## config.mk

```make
export PLATFORM = sky130hd
export DESIGN_NAME = usb_in_ep_buf_flat
export DESIGN_NICKNAME = d
export VERILOG_FILES = /design/src/rtl/usb_in_ep_buf_if.sv /design/src/rtl/usb_in_ep_buf.sv /design/src/flat_wrapper.sv
export SDC_FILE = /design/constraint.sdc
export NUM_CORES = 1
export LEC_CHECK = 0
export CAP_MARGIN = 10
export CORE_ASPECT_RATIO = 0.6
export CORE_MARGIN = 2
export CORE_UTILIZATION = 66
export DETAILED_ROUTE_END_ITERATION = 7
export PLACE_DENSITY_LB_ADDON = 0.1
export SETUP_SLACK_MARGIN = 0.1
export SLEW_MARGIN = 20
export SYNTH_ARGS = -nofsm -noshare
export SYNTH_HDL_FRONTEND = slang
export SYNTH_SLANG_ARGS = --single-unit
```

## constraint.sdc

```tcl
create_clock -name clk -period 3.5 [get_ports clk]
set_input_delay 0.525 -clock clk [delete_from_list [all_inputs] [get_ports clk]]
set_output_delay 0.525 -clock clk [all_outputs]
set_load 0.01 [all_outputs]
```

## src/rtl/usb_in_ep_buf_if.sv

```systemverilog
// Signal bundle between a USB IN endpoint buffer (slave) and the client endpoint plus
// the protocol engine that drive it (master).
interface usb_in_ep_buf_if;
  logic       in_ep_req;
  logic       in_ep_grant;
  logic       in_ep_data_free;
  logic       in_ep_data_put;
  logic [7:0] in_ep_data;
  logic       in_ep_data_done;
  logic       in_ep_stall;
  logic       in_ep_acked;
  logic       in_tok_start;
  logic       setup_tok;
  logic       rx_ack;
  logic       ep_ready;
  logic       ep_stalled;
  logic       data_toggle;
  logic       tx_data_avail;
  logic       tx_data_get;
  logic [7:0] tx_data;

  modport slave (
    input  in_ep_req, in_ep_data_put, in_ep_data, in_ep_data_done, in_ep_stall,
           in_tok_start, setup_tok, rx_ack, tx_data_get,
    output in_ep_grant, in_ep_data_free, in_ep_acked, ep_ready, ep_stalled,
           data_toggle, tx_data_avail, tx_data
  );

  modport master (
    output in_ep_req, in_ep_data_put, in_ep_data, in_ep_data_done, in_ep_stall,
           in_tok_start, setup_tok, rx_ack, tx_data_get,
    input  in_ep_grant, in_ep_data_free, in_ep_acked, ep_ready, ep_stalled,
           data_toggle, tx_data_avail, tx_data
  );
endinterface

```

## src/rtl/usb_in_ep_buf.sv

```systemverilog
// Single-packet USB IN endpoint buffer with DATA0/1 toggle, NAK/STALL and retransmit.
// Define USB_IN_EP_AUTO_COMMIT_EN to commit automatically when the buffer fills.
module usb_in_ep_buf #(
  parameter  int MAX_PKT_SIZE = 32,
  localparam int CW           = $clog2(MAX_PKT_SIZE + 1)
) (
  input  logic             clk,
  input  logic             reset,
  usb_in_ep_buf_if.slave   ep
);

  localparam int            AW       = $clog2(MAX_PKT_SIZE);
  localparam logic [CW-1:0] MAX_CNT  = CW'(MAX_PKT_SIZE);
  localparam logic [CW-1:0] LAST_CNT = CW'(MAX_PKT_SIZE - 1);

  typedef enum logic [1:0] {S_FILL, S_READY, S_SENDING, S_STALL} state_t;

  state_t        state_q, state_d;
  logic [CW-1:0] wr_cnt_q, wr_cnt_d;
  logic [CW-1:0] rd_ptr_q, rd_ptr_d;
  logic          toggle_q, toggle_d;
  logic          grant_q, grant_d;
  logic          acked_q, acked_d;
  logic [7:0]    mem_q [MAX_PKT_SIZE];

  logic data_free;
  logic tx_avail;
  logic wr_acc;
  logic wr_en;

  assign data_free = (state_q == S_FILL) && (wr_cnt_q < MAX_CNT);
  assign tx_avail  = (state_q == S_SENDING) && (rd_ptr_q < wr_cnt_q);
  assign wr_acc    = ep.in_ep_data_put && grant_q && data_free;
  assign grant_d   = ep.in_ep_req;

  // Handshake events are prioritised: setup > stall > ack > token > client activity.
  always_comb begin
    state_d  = state_q;
    wr_cnt_d = wr_cnt_q;
    rd_ptr_d = rd_ptr_q;
    toggle_d = toggle_q;
    acked_d  = 1'b0;
    wr_en    = 1'b0;
    if (ep.setup_tok) begin
      state_d  = S_FILL;
      wr_cnt_d = '0;
      rd_ptr_d = '0;
      toggle_d = 1'b1;
    end else if (ep.in_ep_stall) begin
      state_d  = S_STALL;
      wr_cnt_d = '0;
      rd_ptr_d = '0;
    end else if (ep.rx_ack && (state_q == S_SENDING)) begin
      state_d  = S_FILL;
      wr_cnt_d = '0;
      rd_ptr_d = '0;
      toggle_d = ~toggle_q;
      acked_d  = 1'b1;
    end else if (ep.in_tok_start && ((state_q == S_READY) || (state_q == S_SENDING))) begin
      // A token while already sending means the host missed our data: rewind.
      state_d  = S_SENDING;
      rd_ptr_d = '0;
    end else begin
      if (ep.tx_data_get && tx_avail) begin
        rd_ptr_d = rd_ptr_q + CW'(1);
      end
      if (state_q == S_FILL) begin
        if (wr_acc) begin
          wr_en    = 1'b1;
          wr_cnt_d = wr_cnt_q + CW'(1);
        end
        if (ep.in_ep_data_done) begin
          state_d = S_READY;
        end
`ifdef USB_IN_EP_AUTO_COMMIT_EN
        if (wr_acc && (wr_cnt_q == LAST_CNT)) begin
          state_d = S_READY;
        end
`endif
      end
    end
  end

  always_ff @(posedge clk) begin
    if (reset) begin
      state_q  <= S_FILL;
      wr_cnt_q <= '0;
      rd_ptr_q <= '0;
      toggle_q <= 1'b0;
      grant_q  <= 1'b0;
      acked_q  <= 1'b0;
    end else begin
      state_q  <= state_d;
      wr_cnt_q <= wr_cnt_d;
      rd_ptr_q <= rd_ptr_d;
      toggle_q <= toggle_d;
      grant_q  <= grant_d;
      acked_q  <= acked_d;
    end
  end

  // Packet storage carries no reset; wr_cnt/rd_ptr define what is valid.
  always_ff @(posedge clk) begin
    if (wr_en) begin
      mem_q[wr_cnt_q[AW-1:0]] <= ep.in_ep_data;
    end
  end

  assign ep.in_ep_grant     = grant_q;
  assign ep.in_ep_data_free = data_free;
  assign ep.in_ep_acked     = acked_q;
  assign ep.ep_ready        = (state_q == S_READY) || (state_q == S_SENDING);
  assign ep.ep_stalled      = (state_q == S_STALL);
  assign ep.data_toggle     = toggle_q;
  assign ep.tx_data_avail   = tx_avail;
  assign ep.tx_data         = mem_q[rd_ptr_q[AW-1:0]];

endmodule

```

## src/flat_wrapper.sv

```systemverilog
// flat-port wrapper written by rule: the top's interface ports become plain ports
module usb_in_ep_buf_flat 
#(
  parameter  int MAX_PKT_SIZE = 32,
  localparam int CW           = $clog2(MAX_PKT_SIZE + 1)
)
  (clk, reset, ep_in_ep_req, ep_in_ep_data_put, ep_in_ep_data, ep_in_ep_data_done, ep_in_ep_stall, ep_in_tok_start, ep_setup_tok, ep_rx_ack, ep_tx_data_get, ep_in_ep_grant, ep_in_ep_data_free, ep_in_ep_acked, ep_ep_ready, ep_ep_stalled, ep_data_toggle, ep_tx_data_avail, ep_tx_data);
  usb_in_ep_buf_if ep_i ();
  input  logic clk;
  input  logic reset;
  input wire logic [$bits(ep_i.in_ep_req)-1:0] ep_in_ep_req;
  input wire logic [$bits(ep_i.in_ep_data_put)-1:0] ep_in_ep_data_put;
  input wire logic [$bits(ep_i.in_ep_data)-1:0] ep_in_ep_data;
  input wire logic [$bits(ep_i.in_ep_data_done)-1:0] ep_in_ep_data_done;
  input wire logic [$bits(ep_i.in_ep_stall)-1:0] ep_in_ep_stall;
  input wire logic [$bits(ep_i.in_tok_start)-1:0] ep_in_tok_start;
  input wire logic [$bits(ep_i.setup_tok)-1:0] ep_setup_tok;
  input wire logic [$bits(ep_i.rx_ack)-1:0] ep_rx_ack;
  input wire logic [$bits(ep_i.tx_data_get)-1:0] ep_tx_data_get;
  output wire logic [$bits(ep_i.in_ep_grant)-1:0] ep_in_ep_grant;
  output wire logic [$bits(ep_i.in_ep_data_free)-1:0] ep_in_ep_data_free;
  output wire logic [$bits(ep_i.in_ep_acked)-1:0] ep_in_ep_acked;
  output wire logic [$bits(ep_i.ep_ready)-1:0] ep_ep_ready;
  output wire logic [$bits(ep_i.ep_stalled)-1:0] ep_ep_stalled;
  output wire logic [$bits(ep_i.data_toggle)-1:0] ep_data_toggle;
  output wire logic [$bits(ep_i.tx_data_avail)-1:0] ep_tx_data_avail;
  output wire logic [$bits(ep_i.tx_data)-1:0] ep_tx_data;
  assign ep_i.in_ep_req = ep_in_ep_req;
  assign ep_i.in_ep_data_put = ep_in_ep_data_put;
  assign ep_i.in_ep_data = ep_in_ep_data;
  assign ep_i.in_ep_data_done = ep_in_ep_data_done;
  assign ep_i.in_ep_stall = ep_in_ep_stall;
  assign ep_i.in_tok_start = ep_in_tok_start;
  assign ep_i.setup_tok = ep_setup_tok;
  assign ep_i.rx_ack = ep_rx_ack;
  assign ep_i.tx_data_get = ep_tx_data_get;
  assign ep_in_ep_grant = ep_i.in_ep_grant;
  assign ep_in_ep_data_free = ep_i.in_ep_data_free;
  assign ep_in_ep_acked = ep_i.in_ep_acked;
  assign ep_ep_ready = ep_i.ep_ready;
  assign ep_ep_stalled = ep_i.ep_stalled;
  assign ep_data_toggle = ep_i.data_toggle;
  assign ep_tx_data_avail = ep_i.tx_data_avail;
  assign ep_tx_data = ep_i.tx_data;
  usb_in_ep_buf #(.MAX_PKT_SIZE(MAX_PKT_SIZE)) u_core (.clk(clk), .reset(reset), .ep(ep_i));
endmodule
```

==> metrics.csv <==
metric;value;unit
Leak Pwr;3.95;nW
Max Slew Vio Count;0;
area grow syn2layout;14.9;%
number of vias per cell;6.44;
Fin Clk Skew;0.00979;ns
number of synthesized flops with an enable pin;256;
most frequent cells in the layout;256 x edfxtp_1, 58 x mux2i_1, 54 x nor2_1;
crit path kind;flip-flop to primary output;
post-layout worst setup margin;0.151;ns
Syn Area/Cell;17.5;sq um
r2r setup slk;0.81;ns
DR vias;6245;
Pre-antenna DRT Iters;5;
worst skew pair latency;0.52;ns
Comb power frac;1.9;%
Min-Delay Path Class;input port to flip-flop;
CTS tree;done;
CTS Buffer Depth;3;
total grt overflow;0;
CP max stage delay;0.55;ns
FF+latch count, synth;278;
CP dominant cell by count;buf_4;
vias in the first global route;6144;
buffers added on ports;32;
ant diodes;0;
Register Area;8140;sq um
drt wl/cell;25.1;microns
async set or reset register ratio after synthesis;0;%
Nets;757;
Int Pwr;4.98;mW
Final Hold Slack;0.554;ns
Sw Share;19.5;%
total negative setup slack;0;ns
number of max-cap violations;0;
crit-path max FO;8;
Psw;1.20;mW
placed cells;914;
synth top area cells;edfxtp_1 69%, mux4_2 6.5%, mux2i_1 5.2%;
drt drc;0;
arrival time worst endpoint;2.82;ns
share of layout cells above drive strength 1;18.9;%
yosys warns;0;
Core Area;16400;sq um
clk sink count;278;
Initial Utilization;68.1;%
relative slew slack;44.7;%
crit share post-route;95.7;%
first-pass GRT wire length;37.0;mm
Num CTS Buffers;25;
1st-iter DRT viols;750;
Die X;172;microns
CP Cell Sequence;buf_12 > buf_4 > mux2i_1 > a2111oi_1 > buf_4 > a31oi_1 > nand3_1 > clkdlybuf4s50_1;
post-route minimum period;3.35;ns
hold_buf cts;0;
worst path bufs/invs;4;
sequential share of the synthesized area;72.8;%
Filler Cell Count;900;
Post-Layout Cell Count;970;
area of the multi-input gates;2820;sq um
Achievable Freq;299;MHz
Detail Route Antenna Nets;0;
top-area cell type share of the netlist area;68.9;%
clock share of power;39.5;%
Syn Std Cell Area;11200;sq um
CTS clk-pin slew, worst paths;0.06;ns
outcome;finished clean;
largest net degree at the start of global routing;38;
worst slew pin tran;0.827;ns
Unique masters post-synth;45;
Synth Flop Type;edfxtp_1;
maximum VDD drop;414;uV
initial antenna violation count;0;
Core Rows;36;
Post-Syn Nets;670;
dpl hpwl;15.2;mm
most common cell after layout, fill and taps aside;edfxtp_1;
Slowest-stage cell, CP;clkdlybuf4s50_1;
I/O pins;33;
Routed WL;24.4;mm
RSZ-0062 raised after global routing;true;
final setup vio count;0;
Power Dens Cells;482;nW/um^2
Final Total Pwr;6.19;mW
GR Util All Layers;28.1;%
gpl congestion;0.815;
pre-CTS WS;0.449;ns
CTS Root Cell;clkbuf_16;
total die area;18000;sq um
Flop pwr share;58.6;%
H-tree depth;1;
die height;105;microns
Synth Instances;638;
Hold Vio Cnt, Final;0;
Critical Path Source Type;flip-flop;
cell family with most CP delay;buffers and inverters;
WP data required;2.97;ns
CP Capture Type;primary output;
Synth area leader;edfxtp_1;
## cells by family (layout without fill, tap and decap cells)
kind of cell,after synthesis,count (layout),synth area share (%)
adders and majority gates,14,14,1.57
and+or+nand+nor,127,127,5.30
muxes,90,90,11.7
xor gates and xnor gates,10,10,0.785
AOI/OAI and AO/OA,81,81,5.57
buffers and inverters,38,142,2.27
DFF,278,278,72.8
## sequential cells by signal (all words and copies together), names as in the netlist, named ones only
signal / flops
u_core.state_q: 2
u_core.ep.in_ep_acked: 1
u_core.ep.data_toggle: 1
u_core.ep.in_ep_grant: 1
u_core.wr_cnt_q: 6
u_core.rd_ptr_q: 6
u_core.mem_q: 256
## final timing paths
path                      start                  end  cells past startpoint
max                   flip-flop        ep_tx_data[0]                      8
min reg2reg  u_core.rd_ptr_q[5]   u_core.rd_ptr_q[5]                      2
max reg2reg   u_core.state_q[1]  u_core.mem_q[26][5]                      7
min            ep_in_ep_data[7]  u_core.mem_q[10][7]                      1
## routing by layer
metal,part of all wire [%],wire [microns],global-route usage [%]
met5,0,0,0
met3,12,3050,6.44
met1,42,10300,45.5
met4,1.8,438,4.62
met2,43,10600,40.4
## power by group through the flow
stage | logic (mW) | registers, mW | clock network, mW
2_1_floorplan | 0.0241 | 3.70 | 0
3_3_place_gp | 0.108 | 3.70 | 0
3_5_place_dp | 0.115 | 3.70 | 0
4_1_cts | 0.116 | 3.63 | 2.46
5_1_grt | 0.125 | 3.62 | 2.61
6_report | 0.116 | 3.63 | 2.44
## cell usage after synthesis (9+ instances only)
cell	instances
a211oi_1	10
a21oi_1	15
a22o_1	9
a22oi_1	25
dfxtp_1	22
edfxtp_1	256
ha_1	14
mux2i_1	58
mux4_2	32
nand2_1	26
nand3_1	16
nor2_1	54
nor2b_1	12
xnor2_1	9
## through the flow
stage	area [sq um]	utilization [%]
floorplan	11200	-
global placement	11900	72.7
detailed placement	11900	72.7
CTS	12700	77.7
global route	12800	78.2
finish	12800	78.2
## timing repair
item,CTS,global route
buffers inserted,8,3
gates cloned,0,1
setup endpoints to repair,8,8
gates resized for setup,5,12
## area by class of cell
cell class	count	area share, %
sequential	278	63.4
inverter	9	0.263
tap	228	2.22
clock inverter	10	0.400
clock buffer	34	5.14
timing repair buffer	89	6.53
multi-input combinational	322	22.0
Power figures use the tool's default switching activity.
==> RTL edit 1 (same settings) <==
Put a register stage on the output `ep.ep_stalled`, without a reset. The value now appears one clock later.
--- a/src/rtl/usb_in_ep_buf.sv
+++ b/src/rtl/usb_in_ep_buf.sv
@@ -110,7 +110,9 @@
   assign ep.in_ep_data_free = data_free;
   assign ep.in_ep_acked     = acked_q;
   assign ep.ep_ready        = (state_q == S_READY) || (state_q == S_SENDING);
-  assign ep.ep_stalled      = (state_q == S_STALL);
+  always_ff @(posedge clk) begin
+    ep.ep_stalled <= (state_q == S_STALL);
+  end
   assign ep.data_toggle     = toggle_q;
   assign ep.tx_data_avail   = tx_avail;
   assign ep.tx_data         = mem_q[rd_ptr_q[AW-1:0]];
Formal check against the unedited RTL: not equivalent (Yosys sat finds a counterexample within 4 cycles, from zero or initial values and one cycle with reset high).
==> RTL edit 1 against the original RTL <==
Sequential cell count grew 1; sequential power is essentially flat; synthesized area grew 0.18%; final area shrank 1.0%; clock skew shrank 0.0017 ns; power grew 1.5%; worst setup slack lost 0.027 ns; via count is essentially flat; sequential share of layout area grew 0.79 points; first-iteration DRC count grew 30%; count of clock-buffer cells in the layout shrank 3; routed wire length grew 1.4%.
==> RTL edit 1: results <==
metrics = {
    "placed_design": {
        "placed_cells": 904,
        "place_congestion": 0.896,
        "place_area_sq_mm": 0.0119,
    },
    "global_route": {
        "grt_first_pass_wirelength_mm": 36.9,
        "grt_use_met3_pct": 8.41,
        "grt_pass1_vias": 5972,
    },
    "pwr": {
        "share_seq_of_total_power_pct": 57.9,
        "p_clk_share_pct": 40.1,
        "peakVddDrop_uv": 359,
        "pg_seq_mw": 3.64,
        "leakage_nw": 3.87,
    },
    "final_layout": {
        "fillers": 922,
        "clockBufferCount": 31,
        "buffer_area_share_pct": 5.49,
        "instances_no_fill": 955,
        "seq_share_pct": 64.2,
        "fin_nets": 743,
        "clock_area_share_pct": 5.75,
        "n_all_buffers": 74,
        "multi_input_area_sq_mm": 0.00279,
        "drive_above_1_share_pct": 16.6,
    },
    "outcome": {
        "status": "finished clean",
    },
    "logic_synthesis": {
        "synth.net_count": 671,
        "synth_area_leaders": "edfxtp_1 69%, mux4_2 6.4%, mux2i_1 5.2%",
        "yosys.area_share.adder_pct": 1.57,
        "avgSynthCellArea_sq_um": 17.5,
        "yosys_register_bits": 279,
        "synthMuxAreaShare_pct": 11.6,
        "synth_compound_area_share_pct": 5.56,
        "yosys.area_share.xor_xnor_pct": 0.784,
    },
    "critical_path": {
        "crit_fanout": 25,
        "cp.arrival_ns": 2.85,
        "regToRegSetupSlack_ns": 0.70,
        "reg2reg_to": "u_core.mem_q[27][3]",
    },
    "route": {
        "wire_per_inst_um": 25.9,
    },
    "cts": {
        "cts_setup_buffers": 1,
        "cts_resized": 2,
    },
    "min_path": {
        "hold_path.class": "reg2reg",
    },
    "timing": {
        "clock_skew_ns": 0.00809,
    },
}
## RTL edit 1: cell types whose count changed in the layout (fill, tap and decap cells not counted), moves of 2 or more
cell,delta
buf_4,-14
buf_2,-2
clkinv_2,+2
clkbuf_1,-3
a22oi_2,-4
clkdlybuf4s50_1,+2
buf_16,-2
a22oi_1,+4
## RTL edit 1: worst register-to-register path, cell delays in order (launching register included)
cell     delay (ns)
dfxtp_1        0.38
inv_1          0.08
ha_1           0.32
a22oi_1        0.26
nand2_1        0.10
nor3_2         0.24
nand2_1        0.32
nor2_1         0.72
## RTL edit 1: routing by layer
layer / up-vias / wire (um)
met3: 55 / 3050
met2: 421 / 10800
met1: 3104 / 10400
li1: 2666 / -
met5: - / 0
met4: 0 / 504
## RTL edit 1: per-stage QoR
stage,setup WS [ns],hold WS (ns)
detailed placement,0.399,0.482
finish,0.124,0.498
floorplan,1.28,0.467
global route,0.0862,0.517
CTS,0.0478,0.506
global placement,0.534,0.484
==> RTL edit 2 (config.mk and constraints unchanged) <==
Made on the original files. The option `USB_IN_EP_AUTO_COMMIT_EN` is turned on by a define.
--- a/src/rtl/usb_in_ep_buf.sv
+++ b/src/rtl/usb_in_ep_buf.sv
@@ -1,5 +1,7 @@
 // Single-packet USB IN endpoint buffer with DATA0/1 toggle, NAK/STALL and retransmit.
 // Define USB_IN_EP_AUTO_COMMIT_EN to commit automatically when the buffer fills.
+`define USB_IN_EP_AUTO_COMMIT_EN
+
 module usb_in_ep_buf #(
   parameter  int MAX_PKT_SIZE = 32,
   localparam int CW           = $clog2(MAX_PKT_SIZE + 1)
Behaviour: same outputs for any inputs over 4 cycles, from zero or initial values and one cycle with reset high; that may be too few to reach the edited logic, so the function may still have changed.
==> RTL edit 2 against the original RTL <==
Worst setup slack improved by 0.014 ns; final area fell by 2.0%; synthesized area fell by 1.1%; sequential cell count did not move; combinational power rose by 9%; die area fell by 1.1%; power rose by 3.8%; routed wire length fell by 2.0%; clock power rose by 9.4%.
==> RTL edit 2: results <==
metrics = {
    "final_layout": {
        "fillers": 906,
        "drive_above_1_share_pct": 19.2,
    },
    "route": {
        "vias": 5772,
        "wl_met2_mm": 10.3,
        "wl_met3_mm": 2.92,
        "wl_met1_mm": 10.1,
    },
    "critical_path": {
        "reg2regPathDepth": 6,
        "crit_fanout": 19,
        "critPathCapture": "ep_tx_data[4]",
    },
    "logic_synthesis": {
        "yosys-top-cells-count": "256 x edfxtp_1, 54 x nor2_1, 36 x mux4_2",
        "yosysSeqAreaShare_pct": 73.7,
        "synth_area_leaders": "edfxtp_1 70%, mux4_2 7.3%, mux4_1 6.7%",
        "synth_cell_types": 44,
    },
    "global_route": {
        "antenna_found_initial": 1,
        "grt_pass1_vias": 5515,
        "grt_usage_pct": 27.9,
        "grt_first_pass_wirelength_mm": 35.5,
        "grt_util_met1_pct": 44.6,
    },
    "timing": {
        "max_slew_margin_pct": 49.7,
        "clock_skew_ns": 0.0166,
    },
    "pwr": {
        "p_sw_mw": 1.23,
        "peakVddDrop_uv": 409,
        "leakage_nw": 3.97,
    },
    "min_path": {
        "worstHoldStart": "u_core.wr_cnt_q[1]",
        "hold_depth": 2,
        "hold_path.class": "reg2reg",
        "hold-path-endpoint": "u_core.wr_cnt_q[1]",
    },
    "cts": {
        "cts_setup_buffers": 0,
    },
    "outcome": {
        "status": "finished clean",
    },
}
[RTL edit 2: final cells by class]
| type | count | area, sq um | share of cell area (%) |
|---|---|---|---|
| inverters | 11 | 41.3 | 0.329 |
| flip-flops and latches | 278 | 8130 | 64.7 |
| repair buffers | 61 | 571 | 4.54 |
| well taps | 228 | 285 | 2.27 |
| multi-input cells | 248 | 2740 | 21.8 |
| clock buffers | 26 | 629 | 5.01 |
| clock inverters | 17 | 165 | 1.31 |
| diodes | 1 | 2.50 | 0.0199 |
[RTL edit 2: cell families after synthesis]
logic type,after synthesis,synth area share (%)
buffers and inverters,34,1.75
multiplexers,66,14.2
AND/OR/NAND/NOR,110,5.06
adder cells (fa/ha/maj),13,1.47
XOR/XNOR,9,0.714
AO/OA/AOI/OAI,50,3.14
flip-flops,278,73.7
[RTL edit 2: stage by stage]
| step | cells | setup slack (ns) | util [%] | hold WS [ns] |
|---|---|---|---|---|
| 4_1_cts | 869 | 0.114 | 77.0 | 0.511 |
| 3_5_place_dp | 826 | 0.405 | 72.0 | 0.496 |
| 6_report | 870 | 0.164 | 77.1 | 0.509 |
| 2_1_floorplan | 560 | 1.07 | - | 0.461 |
| 3_3_place_gp | 826 | 0.523 | 72.0 | 0.482 |
| 5_1_grt | 869 | 0.0862 | 77.0 | 0.534 |
[RTL edit 2: worst min-delay path: stages (launching register included)]
cell and delay, ns:
dfxtp_1 0.34, nand2_1 0.07, a21oi_1 0.06
[RTL edit 2: repair_timing]
action / 4_1_cts / 5_1_grt
gates resized for setup: 4 / 2
pin swaps: 0 / 0
endpoints found under the hold margin: 0 / 0
endpoints found under the setup margin: 4 / 6
